===== src/rtl/mips_multicycle_ctrl_if.sv =====
// Control bus between the multicycle MIPS controller and its datapath.
// The controller (master) drives every enable/select and reads the
// instruction fields plus the ALU zero flag; the datapath (slave) mirrors it.
interface mips_multicycle_ctrl_if;
    logic [5:0] op;
    logic [5:0] funct;
    logic       zero;
    logic       iord;
    logic       memwrite;
    logic       irwrite;
    logic       regdst;
    logic       memtoreg;
    logic       regwrite;
    logic       alusrca;
    logic [1:0] alusrcb;
    logic [1:0] pcsrc;
    logic [2:0] alucontrol;
    logic       pcen;
    logic [3:0] state;

    modport master (
        input  op, funct, zero,
        output iord, memwrite, irwrite, regdst, memtoreg, regwrite,
               alusrca, alusrcb, pcsrc, alucontrol, pcen, state
    );

    modport slave (
        output op, funct, zero,
        input  iord, memwrite, irwrite, regdst, memtoreg, regwrite,
               alusrca, alusrcb, pcsrc, alucontrol, pcen, state
    );
endinterface


===== src/rtl/mips_multicycle_ctrl.sv =====
// Multicycle MIPS control unit: Moore sequencer plus ALU decoder.
// Outputs are decoded from the state register; only pcen also depends on
// the live zero flag (meaningful in BEQEX). While reset_n is low every
// output, including state, is forced to zero so no pending write escapes.
module mips_multicycle_ctrl (
    input  logic                  clk,
    input  logic                  reset_n,
    mips_multicycle_ctrl_if.master bus
);

    typedef enum logic [3:0] {
        S_FETCH   = 4'd0,
        S_DECODE  = 4'd1,
        S_MEMADR  = 4'd2,
        S_MEMRD   = 4'd3,
        S_MEMWB   = 4'd4,
        S_MEMWR   = 4'd5,
        S_RTYPEEX = 4'd6,
        S_RTYPEWB = 4'd7,
        S_BEQEX   = 4'd8,
        S_ADDIEX  = 4'd9,
        S_ADDIWB  = 4'd10,
        S_JEX     = 4'd11
    } state_t;

    localparam logic [5:0] OP_LW    = 6'b100011;
    localparam logic [5:0] OP_SW    = 6'b101011;
    localparam logic [5:0] OP_RTYPE = 6'b000000;
    localparam logic [5:0] OP_BEQ   = 6'b000100;
    localparam logic [5:0] OP_ADDI  = 6'b001000;
    localparam logic [5:0] OP_J     = 6'b000010;

    state_t state_q, state_d;
    // Remembers lw vs sw from DECODE so MEMADR does not re-read op.
    logic   is_lw_q, is_lw_d;

    // ALU control encoding as expected by the ALU's mux tree.
    function automatic logic [2:0] alu_decode(input logic [1:0] aluop,
                                              input logic [5:0] fn);
        logic [2:0] res;
        res = 3'b010;
        case (aluop)
            2'b00: res = 3'b010;
            2'b01: res = 3'b110;
            2'b10: begin
                case (fn)
                    6'b100000: res = 3'b010;
                    6'b100010: res = 3'b110;
                    6'b100100: res = 3'b001;
                    6'b100101: res = 3'b000;
                    6'b101010: res = 3'b111;
                    default:   res = 3'b010;
                endcase
            end
            default: res = 3'b010;
        endcase
        return res;
    endfunction

    // State and load/store flag registers with synchronous active-low reset.
    always_ff @(posedge clk) begin
        if (!reset_n) begin
            state_q <= S_FETCH;
            is_lw_q <= 1'b0;
        end else begin
            state_q <= state_d;
            is_lw_q <= is_lw_d;
        end
    end

    // Next-state selection; op is only consulted in DECODE.
    always_comb begin
        state_d = S_FETCH;
        is_lw_d = is_lw_q;
        case (state_q)
            S_FETCH:   state_d = S_DECODE;
            S_DECODE: begin
                is_lw_d = (bus.op == OP_LW);
                case (bus.op)
                    OP_LW, OP_SW: state_d = S_MEMADR;
                    OP_RTYPE:     state_d = S_RTYPEEX;
                    OP_BEQ:       state_d = S_BEQEX;
                    OP_ADDI:      state_d = S_ADDIEX;
                    OP_J:         state_d = S_JEX;
                    default:      state_d = S_FETCH;
                endcase
            end
            S_MEMADR: begin
                if (is_lw_q) begin
                    state_d = S_MEMRD;
                end else begin
                    state_d = S_MEMWR;
                end
            end
            S_MEMRD:   state_d = S_MEMWB;
            S_RTYPEEX: state_d = S_RTYPEWB;
            S_ADDIEX:  state_d = S_ADDIWB;
            default:   state_d = S_FETCH;
        endcase
    end

    // Moore output decode, pcen from branch & zero, reset gating last.
    always_comb begin
        logic       pcwrite_s;
        logic       branch_s;
        logic [1:0] aluop_s;

        pcwrite_s      = 1'b0;
        branch_s       = 1'b0;
        aluop_s        = 2'b00;
        bus.iord       = 1'b0;
        bus.memwrite   = 1'b0;
        bus.irwrite    = 1'b0;
        bus.regdst     = 1'b0;
        bus.memtoreg   = 1'b0;
        bus.regwrite   = 1'b0;
        bus.alusrca    = 1'b0;
        bus.alusrcb    = 2'b00;
        bus.pcsrc      = 2'b00;
        bus.alucontrol = 3'b000;
        bus.pcen       = 1'b0;
        bus.state      = 4'd0;

        case (state_q)
            S_FETCH: begin
                bus.irwrite = 1'b1;
                bus.alusrcb = 2'b01;
                pcwrite_s   = 1'b1;
            end
            S_DECODE:  bus.alusrcb = 2'b11;
            S_MEMADR, S_ADDIEX: begin
                bus.alusrca = 1'b1;
                bus.alusrcb = 2'b10;
            end
            S_MEMRD:   bus.iord = 1'b1;
            S_MEMWB: begin
                bus.memtoreg = 1'b1;
                bus.regwrite = 1'b1;
            end
            S_MEMWR: begin
                bus.iord     = 1'b1;
                bus.memwrite = 1'b1;
            end
            S_RTYPEEX: begin
                bus.alusrca = 1'b1;
                aluop_s     = 2'b10;
            end
            S_RTYPEWB: begin
                bus.regdst   = 1'b1;
                bus.regwrite = 1'b1;
            end
            S_BEQEX: begin
                bus.alusrca = 1'b1;
                aluop_s     = 2'b01;
                bus.pcsrc   = 2'b01;
                branch_s    = 1'b1;
            end
            S_ADDIWB:  bus.regwrite = 1'b1;
            S_JEX: begin
                bus.pcsrc = 2'b10;
                pcwrite_s = 1'b1;
            end
            default: begin
                pcwrite_s = 1'b0;
            end
        endcase

        bus.alucontrol = alu_decode(aluop_s, bus.funct);
        bus.pcen       = pcwrite_s | (branch_s & bus.zero);
        bus.state      = state_q;

        if (!reset_n) begin
            bus.iord       = 1'b0;
            bus.memwrite   = 1'b0;
            bus.irwrite    = 1'b0;
            bus.regdst     = 1'b0;
            bus.memtoreg   = 1'b0;
            bus.regwrite   = 1'b0;
            bus.alusrca    = 1'b0;
            bus.alusrcb    = 2'b00;
            bus.pcsrc      = 2'b00;
            bus.alucontrol = 3'b000;
            bus.pcen       = 1'b0;
            bus.state      = 4'd0;
        end else begin
            bus.state      = state_q;
        end
    end

endmodule


===== src/flat_wrapper.sv =====
// flat-port wrapper written by rule: the top's interface ports become plain ports
module mips_multicycle_ctrl_flat 
  (clk, reset_n, bus_op, bus_funct, bus_zero, bus_iord, bus_memwrite, bus_irwrite, bus_regdst, bus_memtoreg, bus_regwrite, bus_alusrca, bus_alusrcb, bus_pcsrc, bus_alucontrol, bus_pcen, bus_state);
  mips_multicycle_ctrl_if bus_i ();
  input  logic clk;
  input  logic reset_n;
  input wire logic [$bits(bus_i.op)-1:0] bus_op;
  input wire logic [$bits(bus_i.funct)-1:0] bus_funct;
  input wire logic [$bits(bus_i.zero)-1:0] bus_zero;
  output wire logic [$bits(bus_i.iord)-1:0] bus_iord;
  output wire logic [$bits(bus_i.memwrite)-1:0] bus_memwrite;
  output wire logic [$bits(bus_i.irwrite)-1:0] bus_irwrite;
  output wire logic [$bits(bus_i.regdst)-1:0] bus_regdst;
  output wire logic [$bits(bus_i.memtoreg)-1:0] bus_memtoreg;
  output wire logic [$bits(bus_i.regwrite)-1:0] bus_regwrite;
  output wire logic [$bits(bus_i.alusrca)-1:0] bus_alusrca;
  output wire logic [$bits(bus_i.alusrcb)-1:0] bus_alusrcb;
  output wire logic [$bits(bus_i.pcsrc)-1:0] bus_pcsrc;
  output wire logic [$bits(bus_i.alucontrol)-1:0] bus_alucontrol;
  output wire logic [$bits(bus_i.pcen)-1:0] bus_pcen;
  output wire logic [$bits(bus_i.state)-1:0] bus_state;
  assign bus_i.op = bus_op;
  assign bus_i.funct = bus_funct;
  assign bus_i.zero = bus_zero;
  assign bus_iord = bus_i.iord;
  assign bus_memwrite = bus_i.memwrite;
  assign bus_irwrite = bus_i.irwrite;
  assign bus_regdst = bus_i.regdst;
  assign bus_memtoreg = bus_i.memtoreg;
  assign bus_regwrite = bus_i.regwrite;
  assign bus_alusrca = bus_i.alusrca;
  assign bus_alusrcb = bus_i.alusrcb;
  assign bus_pcsrc = bus_i.pcsrc;
  assign bus_alucontrol = bus_i.alucontrol;
  assign bus_pcen = bus_i.pcen;
  assign bus_state = bus_i.state;
  mips_multicycle_ctrl u_core (.clk(clk), .reset_n(reset_n), .bus(bus_i));
endmodule

===== config.mk =====
export PLATFORM = sky130hd
export DESIGN_NAME = mips_multicycle_ctrl_flat
export DESIGN_NICKNAME = d
export VERILOG_FILES = /design/src/rtl/mips_multicycle_ctrl_if.sv /design/src/rtl/mips_multicycle_ctrl.sv /design/src/flat_wrapper.sv
export SDC_FILE = /design/constraint.sdc
export NUM_CORES = 1
export LEC_CHECK = 0
export ABC_AREA = 0
export BUFFER_PORTS_ARGS = -buffer_cell sky130_fd_sc_hd__buf_2
export CAP_MARGIN = 10
export CORE_MARGIN = 2
export CORE_UTILIZATION = 49
export CTS_BUF_LIST = sky130_fd_sc_hd__clkbuf_2
export DETAILED_ROUTE_END_ITERATION = 16
export GPL_TIMING_DRIVEN = 0
export PLACE_DENSITY = 0.86
export RECOVER_POWER = 25
export SLEW_MARGIN = 40
export SYNTH_ARGS = -nofsm -noshare
export SYNTH_HDL_FRONTEND = slang
export SYNTH_SLANG_ARGS = --single-unit

===== constraint.sdc =====
create_clock -name clk -period 5 [get_ports clk]
set_input_delay 0.5 -clock clk [delete_from_list [all_inputs] [get_ports clk]]
set_output_delay 0.5 -clock clk [all_outputs]
set_load 0.02 [all_outputs]

==> results of run 1 <==
logic make-up (layout without fill, tap and decap cells):
kind of cell | Yosys count | count (layout) | synth area share [%]
and+or+nand+nor | 53 | 53 | 47.4
xor gates and xnor gates | 2 | 2 | 2.72
buffers and inverters | 12 | 49 | 7.18
DFF | 5 | 5 | 15.5
adders and majority gates | 2 | 2 | 3.88
AOI/OAI and AO/OA | 20 | 20 | 23.3
worst min path at each step:
| stage | slack [ns] | cells past startpoint | from | end |
|---|---|---|---|---|
| after floorplan | 0.44 | 2 | u_core.is_lw_q$_SDFFE_PN0P_ | u_core.is_lw_q$_SDFFE_PN0P_ |
| after global placement | 0.47 | 2 | u_core.is_lw_q$_SDFFE_PN0P_ | u_core.is_lw_q$_SDFFE_PN0P_ |
| after detailed placement | 0.46 | 2 | u_core.is_lw_q$_SDFFE_PN0P_ | u_core.is_lw_q$_SDFFE_PN0P_ |
| after CTS | 0.48 | 2 | u_core.is_lw_q$_SDFFE_PN0P_ | u_core.is_lw_q$_SDFFE_PN0P_ |
| after global routing | 0.50 | 2 | u_core.is_lw_q$_SDFFE_PN0P_ | u_core.is_lw_q$_SDFFE_PN0P_ |
| final | 0.48 | 2 | u_core.is_lw_q$_SDFFE_PN0P_ | u_core.is_lw_q$_SDFFE_PN0P_ |
through the flow:
stage          hold slack (ns)  util [%]  worst slack [ns]
3_3_place_gp             0.466      65.3              2.53
6_report                 0.482      65.2              2.18
2_1_floorplan            0.437         -              2.53
4_1_cts                  0.479      66.9              2.21
3_5_place_dp             0.459      65.3              2.47
5_1_grt                  0.504      65.2              1.93
cell type report:
cell class                      instances  area (um^2)
Buffer                                  6         22.5
Clock buffer                            4         20.0
Fill cell                             131          442
Inverter                                6         22.5
Multi-Input combinational cell         77          479
Sequential cell                         5          100
Tap cell                               15         18.8
Timing Repair Buffer                   33          164
where the power goes:
part	total (mW)	internal [mW]	leakage, nW	switching (mW)
clock network	0.0379	0.0212	0.0166	0.0167
registers	0.0422	0.0409	0.0406	0.00130
logic	0.0360	0.0145	0.328	0.0215
worst max-delay path, stage by stage (launching register included):
cell and delay (ns):
dfxtp_1 0.43, clkbuf_1 0.39, nor2_1 0.12, nand2_1 0.13, ha_1 0.18, nor4bb_1 0.40
a21oi_1 0.12, nor3_1 0.13, buf_2 0.19
cells in the mapped netlist (2+ instances only):
| master | number | area share, % |
|---|---|---|
| inv_1 | 6 | 3.5 |
| nand3_1 | 2 | 1.6 |
| o21ai_0 | 3 | 2.3 |
| and3_1 | 2 | 1.9 |
| a21oi_1 | 8 | 6.2 |
| dfxtp_1 | 5 | 16 |
| nor4b_1 | 2 | 2.7 |
| nor3_1 | 5 | 3.9 |
| nand2b_1 | 6 | 5.8 |
| nor3b_1 | 2 | 2.3 |
| and2_1 | 2 | 1.9 |
| ha_1 | 2 | 3.9 |
| clkbuf_1 | 4 | 2.3 |
| nor2b_1 | 3 | 2.9 |
| or3b_2 | 2 | 2.7 |
| nor2_1 | 13 | 7.6 |
| nand2_1 | 6 | 3.5 |
registers in the layout (all words and copies together) (netlist names):
| register | count |
|---|---|
| u_core.state_q | 4 |
| u_core.is_lw_q | 1 |
metal layers:
layer | GRT usage (%) | up-vias
met2 | 48.4 | 40
li1 | - | 411
met1 | 25.6 | 389
met3 | 5.00 | 2
met5 | 0 | -
met4 | 0 | 0
==> out/summary.txt, run 1 <==
Post-cts resize count: 0
Post-CTS clock slew at the launch and capture registers of the worst setup and hold paths: 0.06 ns
Overall power: 116 uW
Insertion delay to the later sink of the worst-skew pair: 0.22 ns
Leading register cell type out of synthesis: dfxtp_1
Initial antenna violation count: 0
Setup Buffers After CTS: 0
Register-to-Register Setup Slack: 3.42 ns
Synthesized area per cell: 6.85 um^2
Die X-Extent: 40.3 um
Hold-fix buffers, CTS: 0
Number of top-level design ports: 34
Largest net degree at the start of global routing: 11
Number of max-slew violations in the final report: 0
Slew HR: 68.6%
Sink count of the clock tree: 5
Max Root-Sink Buffers: 2
Final weighted congestion in routability-driven placement: 0.915
Synthesized Nets: 111
Cell variety after synth: 38
Number of buffers inserted during clock tree synthesis: 3
Proportion of register bits with asynchronous set or reset after synthesis: 0%
Post-synth EDFFs: 0
Fin crit period: 2.82 ns
Unrepaired setup endpoints after global routing: no
Worst Path Max Fanout: 10
Yosys reg bits: 5
Setup_tns: 0 ns
Routed metal-1 wirelength: 724 um
Floorplan die area: 0.00162 mm^2
Initial standard-cell utilization of the core: 50.8%
Maximum vdd drop: 0.140 mV
Buffer cell driving the clock tree root: clkbuf_2
Worst setup path class: reg2out
Number of cells traversed by the worst register-to-register path: 4
Worst endpoint data arrival time: 2.32 ns
Clock tree from TritonCTS: built
Leading cell types in the layout, fill and taps excluded: buf_2, nor2_1, a21oi_1
Number of H-tree levels: 1
Total gr overflow: 0
Area overhead of the layout relative to synthesis: 28.3%
Setup crit start: u_core.state_q[1]$_SDFF_PN0_
RR Endpoint: u_core.state_q[2]$_SDFF_PN0_
Kind of launch point of the worst setup path: flop
Number of instances in the synthesized netlist: 94
Yosys warnings: 0
Avg Vias per Cell: 5.77
Max capacitance violation total: 0
Post-detailed-route DRC marker count: 0
Length of the first detailed-routing pass in iterations: 4
Final Cell Area: 827 um^2
Die height: 40.3 um
Core outline area: 0.00127 mm^2
Placed inst area: 828 um^2
Cell area after technology mapping: 644 um^2
GRT Util Overall: 23.6%
Cell count after placement: 142
Total vias in the final route: 842
Share of final-layout standard cells stronger than drive strength 1: 30.5%
Req. time, crit path: 4.50 ns
Number of buffers added on ports: 33
Commonest non-fill, non-tap cell in the layout: buf_2
Final non-filler cell total: 146
Top Metal Used: met4
Min-delay worst type: reg2reg
Routed wl met3: 112 um
Routed wire length on met2: 923 um
Number of global-route vias before repair: 652
Worst setup EP type: primary output
Hold violation total from the final report: 0
Termination of the worst setup path: bus_alucontrol[2]
Number of antenna diodes: 0
Count of nets after finishing: 149
Run status: finished clean
Placement Rows: 13
Leakage: 0.386 nW
Average routed wire per standard cell: 12.1 um
Power density normalized to cell area: 140 mW/mm^2
Global-route wire length before repair: 2620 um
Worst reg2reg path startpoint: u_core.state_q[2]$_SDFF_PN0_
Maximum clock frequency: 0.355 GHz
HPWL Detailed: 1390 um
Total setup violations reported at the end of the flow: 0
Fraction of the yosys area taken by sequential cells: 15.5%
Routed wire length: 1770 um
Post-route clock skew: 0.00780 ns
Detail Route Antenna Nets: 0
Iteration-0 DRC Markers: 15
Final cycle utilization of the critical path: 56.3%
Actual slew at the worst max-slew pin: 0.471 ns
Power figures use the tool's default switching activity.
==> run 2, diff against run 1 <==
--- a/config.mk
+++ b/config.mk
@@ -5,15 +5,15 @@
 export SDC_FILE = /design/constraint.sdc
 export NUM_CORES = 1
 export LEC_CHECK = 0
-export ABC_AREA = 0
+export ABC_AREA = 1
 export BUFFER_PORTS_ARGS = -buffer_cell sky130_fd_sc_hd__buf_2
 export CAP_MARGIN = 10
 export CORE_MARGIN = 2
-export CORE_UTILIZATION = 49
+export CORE_UTILIZATION = 40
 export CTS_BUF_LIST = sky130_fd_sc_hd__clkbuf_2
 export DETAILED_ROUTE_END_ITERATION = 16
 export GPL_TIMING_DRIVEN = 0
-export PLACE_DENSITY = 0.86
+export PLACE_DENSITY = 0.77
 export RECOVER_POWER = 25
 export SLEW_MARGIN = 40
 export SYNTH_ARGS = -nofsm -noshare
==> constraint.sdc (replaced) <==
create_clock -name clk -period 2.35 [get_ports clk]
set_input_delay 0.235 -clock clk [delete_from_list [all_inputs] [get_ports clk]]
set_output_delay 0.235 -clock clk [all_outputs]
set_load 0.02 [all_outputs]
==> out/summary.txt, run 2 <==
Leading register cell type out of synthesis: dfxtp_1 (unchanged)
Largest net degree at the start of global routing: 11 (unchanged)
Req. time, crit path: 2.12 ns (was 4.50 ns)
Clock tree from TritonCTS: built (unchanged)
Max Root-Sink Buffers: 2 (unchanged)
Number of top-level design ports: 34 (unchanged)
Synthesized Nets: 133 (was 111)
Initial standard-cell utilization of the core: 44.4% (was 50.8%)
Buffer cell driving the clock tree root: clkbuf_2 (unchanged)
Hold path depth: 4 (was 2)
Leading cell types by total area after synthesis: nor2_1, nand2_1, dfxtp_1 (was dfxtp_1, nor2_1, a21oi_1)
Largest reg by FF count: u_core.state_q (unchanged)
Register-to-Register Setup Slack: 1.14 ns (was 3.42 ns)
Placement Rows: 13 (unchanged)
Sink count of the clock tree: 5 (unchanged)
Number of buffers inserted during clock tree synthesis: 3 (unchanged)
Maximum clock frequency: 0.459 GHz
Setup_tns: 0 ns (unchanged)
Total gr overflow: 0 (unchanged)
Post-route clock skew: 0.000997 ns (was 0.00780 ns)
Count of nets after finishing: 171 (was 149)
Crit-path cells: inv_1, nor2_2, nand2_1, ha_1, or2_2, nor2_1, buf_2 (was clkbuf_1, nor2_1, nand2_1, ha_1, nor4bb_1, a21oi_1, nor3_1, buf_2)
Setup Buffers After CTS: 0 (unchanged)
Post-synthesis mux area share: 0% (unchanged)
Proportion of register bits with asynchronous set or reset after synthesis: 0% (unchanged)
Compound-cell area share of the yosys netlist: 12.1% (was 23.3%)
Die X-Extent: 42.7 um (was 40.3 um)
Overall power: 244 uW (was 116 uW)
CP max stage delay: 0.45 ns (was 0.43 ns)
Worst Path Max Fanout: 7 (was 10)
Leakage: 0.483 nW (was 0.386 nW)
Avg Vias per Cell: 4.97 (was 5.77)
Worst setup path class: reg2out (unchanged)
Fin crit period: 2.18 ns
Number of max-slew violations in the final report: 0 (unchanged)
Routed wire length: 1570 um (was 1770 um)
Fraction of the mapped netlist area in simple logic gates: 53.9% (was 47.4%)
Total vias in the final route: 835 (was 842)
Average routed wire per standard cell: 9.33 um (was 12.1 um)
Logic depth of the worst path, buffers included: 7 (was 8)
Detail Route Antenna Nets: 0 (unchanged)
Kind of launch point of the worst setup path: flop (unchanged)
Number of global-route vias before repair: 715 (was 652)
Adder-cell share of the synthesized area: 4.18% (was 3.88%)
Post-detailed-route DRC marker count: 0 (unchanged)
GRT Util Overall: 17.6% (was 23.6%)
Length of the first detailed-routing pass in iterations: 4 (unchanged)
Core outline area: 0.00135 mm^2 (was 0.00127 mm^2)
Total setup violations reported at the end of the flow: 0 (unchanged)
Cell variety after synth: 18 (was 38)
Cell class contributing the biggest share of worst-path delay: simple AND/OR/NAND/NOR gates (unchanged)
Min-delay worst type: in2reg (was reg2reg)
Cell area after technology mapping: 599 um^2 (was 644 um^2)
Initial antenna violation count: 0 (unchanged)
Buf/Inv on CP: 2 (unchanged)
Iteration-0 DRC Markers: 25 (was 15)
Post-synth EDFFs: 0 (unchanged)
Max capacitance violation total: 0 (unchanged)
Hold-fix buffers, CTS: 0 (unchanged)
Commonest non-fill, non-tap cell in the layout: nor2_1 (was buf_2)
Number of cells traversed by the worst register-to-register path: 7 (was 4)
Top cell types by occurrence after synthesis: nor2_1, nand2_1, inv_1, a21oi_1, dfxtp_1 (was nor2_1, a21oi_1, inv_1, nand2_1, nand2b_1)
Max stage delay cell, worst path: dfxtp_1 (unchanged)
Number of antenna diodes: 0 (unchanged)
Flip-flop count of the largest register after layout: 4 (unchanged)
Insertion delay to the later sink of the worst-skew pair: 0.21 ns (was 0.22 ns)
Fraction of the yosys area taken by sequential cells: 16.7% (was 15.5%)
Actual slew at the worst max-slew pin: 0.433 ns (was 0.471 ns)
Slew HR: 71.1% (was 68.6%)
Floorplan die area: 0.00182 mm^2 (was 0.00162 mm^2)
Power density normalized to cell area: 307 mW/mm^2 (was 140 mW/mm^2)
Unrepaired setup endpoints after global routing: no (unchanged)
HPWL Detailed: 1320 um (was 1390 um)
Post-CTS clock slew at the launch and capture registers of the worst setup and hold paths: 0.05 ns (was 0.06 ns)
Worst setup EP type: primary output (unchanged)
Synthesized area per cell: 5.17 um^2 (was 6.85 um^2)
Largest registers in the final layout: u_core.state_q (4), u_core.is_lw_q (1) (unchanged)
Post-cts resize count: 0 (unchanged)
Area overhead of the layout relative to synthesis: 32.8% (was 28.3%)
Dominant cell by count in the synthesized netlist: nor2_1 (unchanged)
Worst endpoint data arrival time: 1.94 ns (was 2.32 ns)
Share of final-layout standard cells stronger than drive strength 1: 24.2% (was 30.5%)
Leading cell types in the layout, fill and taps excluded: nor2_1, buf_2, nand2_1 (was buf_2, nor2_1, a21oi_1)
Die height: 42.7 um (was 40.3 um)
Global-route wire length before repair: 2550 um (was 2620 um)
Maximum vdd drop: 0.231 mV (was 0.140 mV)
Yosys warnings: 0 (unchanged)
Number of H-tree levels: 1 (unchanged)
Combinational family with the most area after synthesis: simple AND/OR/NAND/NOR gates (unchanged)
Number of instances in the synthesized netlist: 116 (was 94)
Yosys reg bits: 5 (unchanged)
Hold violation total from the final report: 0 (unchanged)
Run status: finished clean (unchanged)
Dominant cell type by area after synthesis: nor2_1 (was dfxtp_1)
Share of the synthesized area in the top cell type: 18.2% (was 15.5%)
Number of buffers added on ports: 33 (unchanged)
Final weighted congestion in routability-driven placement: 0.918 (was 0.915)
Xor and xnor area share after synthesis: 0% (was 2.72%)
Final cycle utilization of the critical path: 92.6%
[run 2: changes by cell type after synthesis, sizes merged, moves of 3 or more]
| cell | previous run | this run |
|---|---|---|
| nand2 | 6 | 29 |
| nor2 | 13 | 32 |
| inv | 6 | 20 |
| nand2b | 6 | 0 |
| clkbuf | 4 | 1 |
| nand3b | 1 | 4 |
| nor2b | 3 | 0 |
[run 2: report_power, final]
group / switching [mW] / total, mW / internal [mW]
sequential: 0.00392 / 0.0911 / 0.0872
clock: 0.0317 / 0.0767 / 0.0450
combinational: 0.0490 / 0.0765 / 0.0275
[run 2: worst min-delay path: stages]
cell and delay (ns):
buf_2 0.10, nor2_1 0.04, nand2_1 0.06, a21oi_1 0.06
[run 2: worst paths after layout]
| check | start | to |
|---|---|---|
| worst max register to register | u_core.state_q[1]$_SDFF_PN0_ | u_core.state_q[0]$_SDFF_PN0_ |
| worst min register to register | u_core.is_lw_q$_SDFFE_PN0P_ | u_core.is_lw_q$_SDFFE_PN0P_ |
| worst min-delay path | bus_op[2] | u_core.state_q[1]$_SDFF_PN0_ |
| worst max-delay path | u_core.state_q[1]$_SDFF_PN0_ | bus_alucontrol[2] |
[run 2: metrics by stage]
stage / setup slack (ns) / hold slack, ns / cell area, um^2 / util [%] / std cells
2_1_floorplan: 0.505 / 0.412 / 599 / - / 116
3_3_place_gp: 0.415 / 0.481 / 783 / 58.0 / 164
3_5_place_dp: 0.426 / 0.492 / 783 / 58.0 / 164
4_1_cts: 0.168 / 0.323 / 803 / 59.5 / 168
5_1_grt: 0.0231 / 0.341 / 796 / 58.9 / 168
6_report: 0.173 / 0.338 / 796 / 58.9 / 168
[run 2: layout make-up]
class	instances	area [um^2]
buffer	1	3.75
timing repair buffer	33	160
clock buffer	4	20.0
tap	15	18.8
fill	148	554
multi-input combinational	90	418
sequential	5	100
inverter	20	75.1
[run 2: kinds of logic (layout without fill, tap and decap cells)]
kind of cell | after synthesis | count (layout)
compound gates | 13 | 13
fa+ha+maj | 2 | 2
buf+inv | 21 | 58
flops | 5 | 5
simple gates | 75 | 75
[run 2: per-layer routing]
metal / track usage, % / routed length, um / vias to the layer above
met4: 8.13 / 0 / 0
met2: 31.8 / 751 / 29
li1: - / - / 437
met1: 20.5 / 700 / 369
met5: 0 / 0 / -
met3: 1.28 / 114 / 0
==> run 3, diff against run 2 <==
--- a/config.mk
+++ b/config.mk
@@ -5,14 +5,12 @@
 export SDC_FILE = /design/constraint.sdc
 export NUM_CORES = 1
 export LEC_CHECK = 0
-export ABC_AREA = 1
 export BUFFER_PORTS_ARGS = -buffer_cell sky130_fd_sc_hd__buf_2
 export CAP_MARGIN = 10
 export CORE_MARGIN = 2
-export CORE_UTILIZATION = 40
+export CORE_UTILIZATION = 41
 export CTS_BUF_LIST = sky130_fd_sc_hd__clkbuf_2
 export DETAILED_ROUTE_END_ITERATION = 16
-export GPL_TIMING_DRIVEN = 0
 export PLACE_DENSITY = 0.77
 export RECOVER_POWER = 25
 export SLEW_MARGIN = 40
==> out/summary.txt, run 3 (synthesis results as in run 1) <==
Count of nets after finishing: 147 (was 171)
Hold violation total from the final report: 0 (unchanged)
HPWL Detailed: 1320 um (about the same)
Insertion delay to the later sink of the worst-skew pair: 0.23 ns (was 0.21 ns)
Flip-flop count of the largest register after layout: 4 (unchanged)
Average routed wire per standard cell: 12.1 um (was 9.33 um)
Number of top-level design ports: 34 (unchanged)
Slew HR: 72.0% (was 71.1%)
Maximum clock frequency: 0.463 GHz (was 0.459 GHz)
Largest registers in the final layout: u_core.state_q (4), u_core.is_lw_q (1) (unchanged)
Number of buffers inserted during clock tree synthesis: 3 (unchanged)
Leakage: 0.405 nW (was 0.483 nW)
Share of final-layout standard cells stronger than drive strength 1: 34.9% (was 24.2%)
Sink count of the clock tree: 5 (unchanged)
Global-route wire length before repair: 2810 um (was 2550 um)
Post-Route Hold Slack: 0.336 ns (was 0.338 ns)
Number of antenna diodes: 0 (unchanged)
Final cycle utilization of the critical path: 92.0% (was 92.6%)
Worst setup slack after placement: 0.332 ns (was 0.426 ns)
Largest reg by FF count: u_core.state_q (unchanged)
Run status: finished clean (unchanged)
Number of buffers added on ports: 33 (unchanged)
Buffer cell driving the clock tree root: clkbuf_2 (unchanged)
Final core utilization: 57.1% (was 58.9%)
Number of global-route vias before repair: 709 (was 715)
Fin crit period: 2.16 ns (was 2.18 ns)
Worst reg2reg path startpoint: u_core.state_q[1]$_SDFF_PN0_ (unchanged)
Total gr overflow: 0 (unchanged)
Min-delay worst type: in2reg (unchanged)
Post-CTS clock slew at the launch and capture registers of the worst setup and hold paths: 0.06 ns (was 0.05 ns)
Detail Route Antenna Nets: 0 (unchanged)
Cell class contributing the biggest share of worst-path delay: simple AND/OR/NAND/NOR gates (unchanged)
Register-to-Register Setup Slack: 0.66 ns (was 1.14 ns)
Total setup violations reported at the end of the flow: 0 (unchanged)
Placed inst area: 836 um^2 (was 783 um^2)
Worst endpoint data arrival time: 1.93 ns (was 1.94 ns)
Max stage delay cell, worst path: or2_2 (was dfxtp_1)
Worst setup EP type: primary output (unchanged)
Logic depth of the worst path, buffers included: 8 (was 7)
Final non-filler cell total: 145 (was 168)
Floorplan die area: 0.00190 mm^2 (was 0.00182 mm^2)
Iteration-0 DRC Markers: 10 (was 25)
Initial antenna violation count: 0 (unchanged)
Max Root-Sink Buffers: 2 (unchanged)
Largest net degree at the start of global routing: 18 (was 11)
GRT Util Overall: 19.1% (was 17.6%)
Routed wire length: 1750 um (was 1570 um)
Buf/Inv on CP: 2 (unchanged)
Final Worst Setup Slack: 0.188 ns (was 0.173 ns)
Cell count after placement: 141 (was 164)
Kind of launch point of the worst setup path: flop (unchanged)
Initial standard-cell utilization of the core: 43.3% (was 44.4%)
Setup Buffers After CTS: 0 (unchanged)
Worst Path Max Fanout: 2 (was 7)
RR Endpoint: u_core.state_q[2]$_SDFF_PN0_ (was u_core.state_q[0]$_SDFF_PN0_)
Leading cell types in the layout, fill and taps excluded: buf_2, nor2_1, a21oi_1 (was nor2_1, buf_2, nand2_1)
Power density normalized to cell area: 295 mW/mm^2 (was 307 mW/mm^2)
Max capacitance violation total: 0 (unchanged)
Die X-Extent: 43.6 um (was 42.7 um)
Number of cells traversed by the worst register-to-register path: 4 (was 7)
Core outline area: 0.00149 mm^2 (was 0.00135 mm^2)
Length of the first detailed-routing pass in iterations: 4 (unchanged)
Req. time, crit path: 2.12 ns (about the same)
Area overhead of the layout relative to synthesis: 32.0% (was 32.8%)
Actual slew at the worst max-slew pin: 0.410 ns (was 0.433 ns)
Overall power: 251 uW (was 244 uW)
Setup_tns: 0 ns (unchanged)
Maximum vdd drop: 0.161 mV (was 0.231 mV)
Final Cell Area: 851 um^2 (was 796 um^2)
Number of H-tree levels: 1 (unchanged)
CP max stage delay: 0.31 ns (was 0.45 ns)
Clock tree from TritonCTS: built (unchanged)
Die height: 43.6 um (was 42.7 um)
Avg Vias per Cell: 5.63 (was 4.97)
Termination of the worst setup path: bus_alucontrol[2] (unchanged)
Placement Rows: 14 (was 13)
Commonest non-fill, non-tap cell in the layout: buf_2 (was nor2_1)
Number of inserted filler cells in the final layout: 139 (was 148)
Number of max-slew violations in the final report: 0 (unchanged)
Total vias in the final route: 817 (was 835)
Final weighted congestion in routability-driven placement: 0.789 (was 0.918)
Setup crit start: u_core.state_q[3]$_SDFF_PN0_ (was u_core.state_q[1]$_SDFF_PN0_)
Hold path depth: 3 (was 4)
Post-detailed-route DRC marker count: 0 (unchanged)
Worst setup path class: reg2out (unchanged)
Unrepaired setup endpoints after global routing: no (unchanged)
Post-route clock skew: 0.00273 ns (was 0.000997 ns)
Crit-path cells: nand2b_1, or2_2, inv_1, ha_1, nor4bb_4, a21oi_1, nor3_1, buf_2 (was inv_1, nor2_2, nand2_1, ha_1, or2_2, nor2_1, buf_2)
==> run 3: changes by cell type in the layout (fill, tap and decap cells not counted), moves of 4 or more <==
cell      before  now
nand2_1       28    6
nor2_1        30   13
inv_1         20    6
nand2b_1       0    6
buf_4          0    4
clkbuf_1       5    1
==> run 3: timing repair <==
item                                    4_1_cts  5_1_grt
hold buffers                                  0        0
gates resized for setup                       0        2
endpoints found under the setup margin        0        1
==> run 3: final cells by class <==
class / instances / area (um^2) / share of cell area [%]
clock buffers: 4 / 20.0 / 2.35
inverters: 6 / 22.5 / 2.65
multi-input cells: 77 / 494 / 58.1
flip-flops and latches: 5 / 100 / 11.8
well taps: 16 / 20.0 / 2.35
repair buffers: 37 / 194 / 22.8
==> run 3: worst register-to-register path, cell delays in order (launching register included) <==
cell     delay, ns
dfxtp_1       0.31
buf_4         0.18
or4b_1        0.56
nor4_1        0.34
o221a_1       0.24
==> run 3: layer usage <==
| layer | global-route usage [%] | share of wire [%] | up-vias |
|---|---|---|---|
| li1 | - | - | 409 |
| met5 | 0 | 0 | - |
| met3 | 1.25 | 5.5 | 3 |
| met4 | 9.09 | 1.3 | 0 |
| met2 | 32.1 | 50 | 36 |
| met1 | 24.6 | 44 | 369 |
==> run 3: report_power, final <==
group / internal [mW] / switching [mW]
Combinational: 0.0330 / 0.0480
Sequential: 0.0869 / 0.000777
Clock: 0.0450 / 0.0377
Total: 0.165 / 0.0865
==> run 3: worst min path at each step <==
stage	start	to	slack, ns
5_1_grt	reset_n	u_core.state_q[2]$_SDFF_PN0_	0.34
3_3_place_gp	u_core.is_lw_q$_SDFFE_PN0P_	u_core.is_lw_q$_SDFFE_PN0P_	0.46
6_report	bus_op[3]	u_core.is_lw_q$_SDFFE_PN0P_	0.34
2_1_floorplan	reset_n	u_core.state_q[2]$_SDFF_PN0_	0.38
4_1_cts	bus_op[3]	u_core.is_lw_q$_SDFFE_PN0P_	0.34
3_5_place_dp	u_core.is_lw_q$_SDFFE_PN0P_	u_core.is_lw_q$_SDFFE_PN0P_	0.46
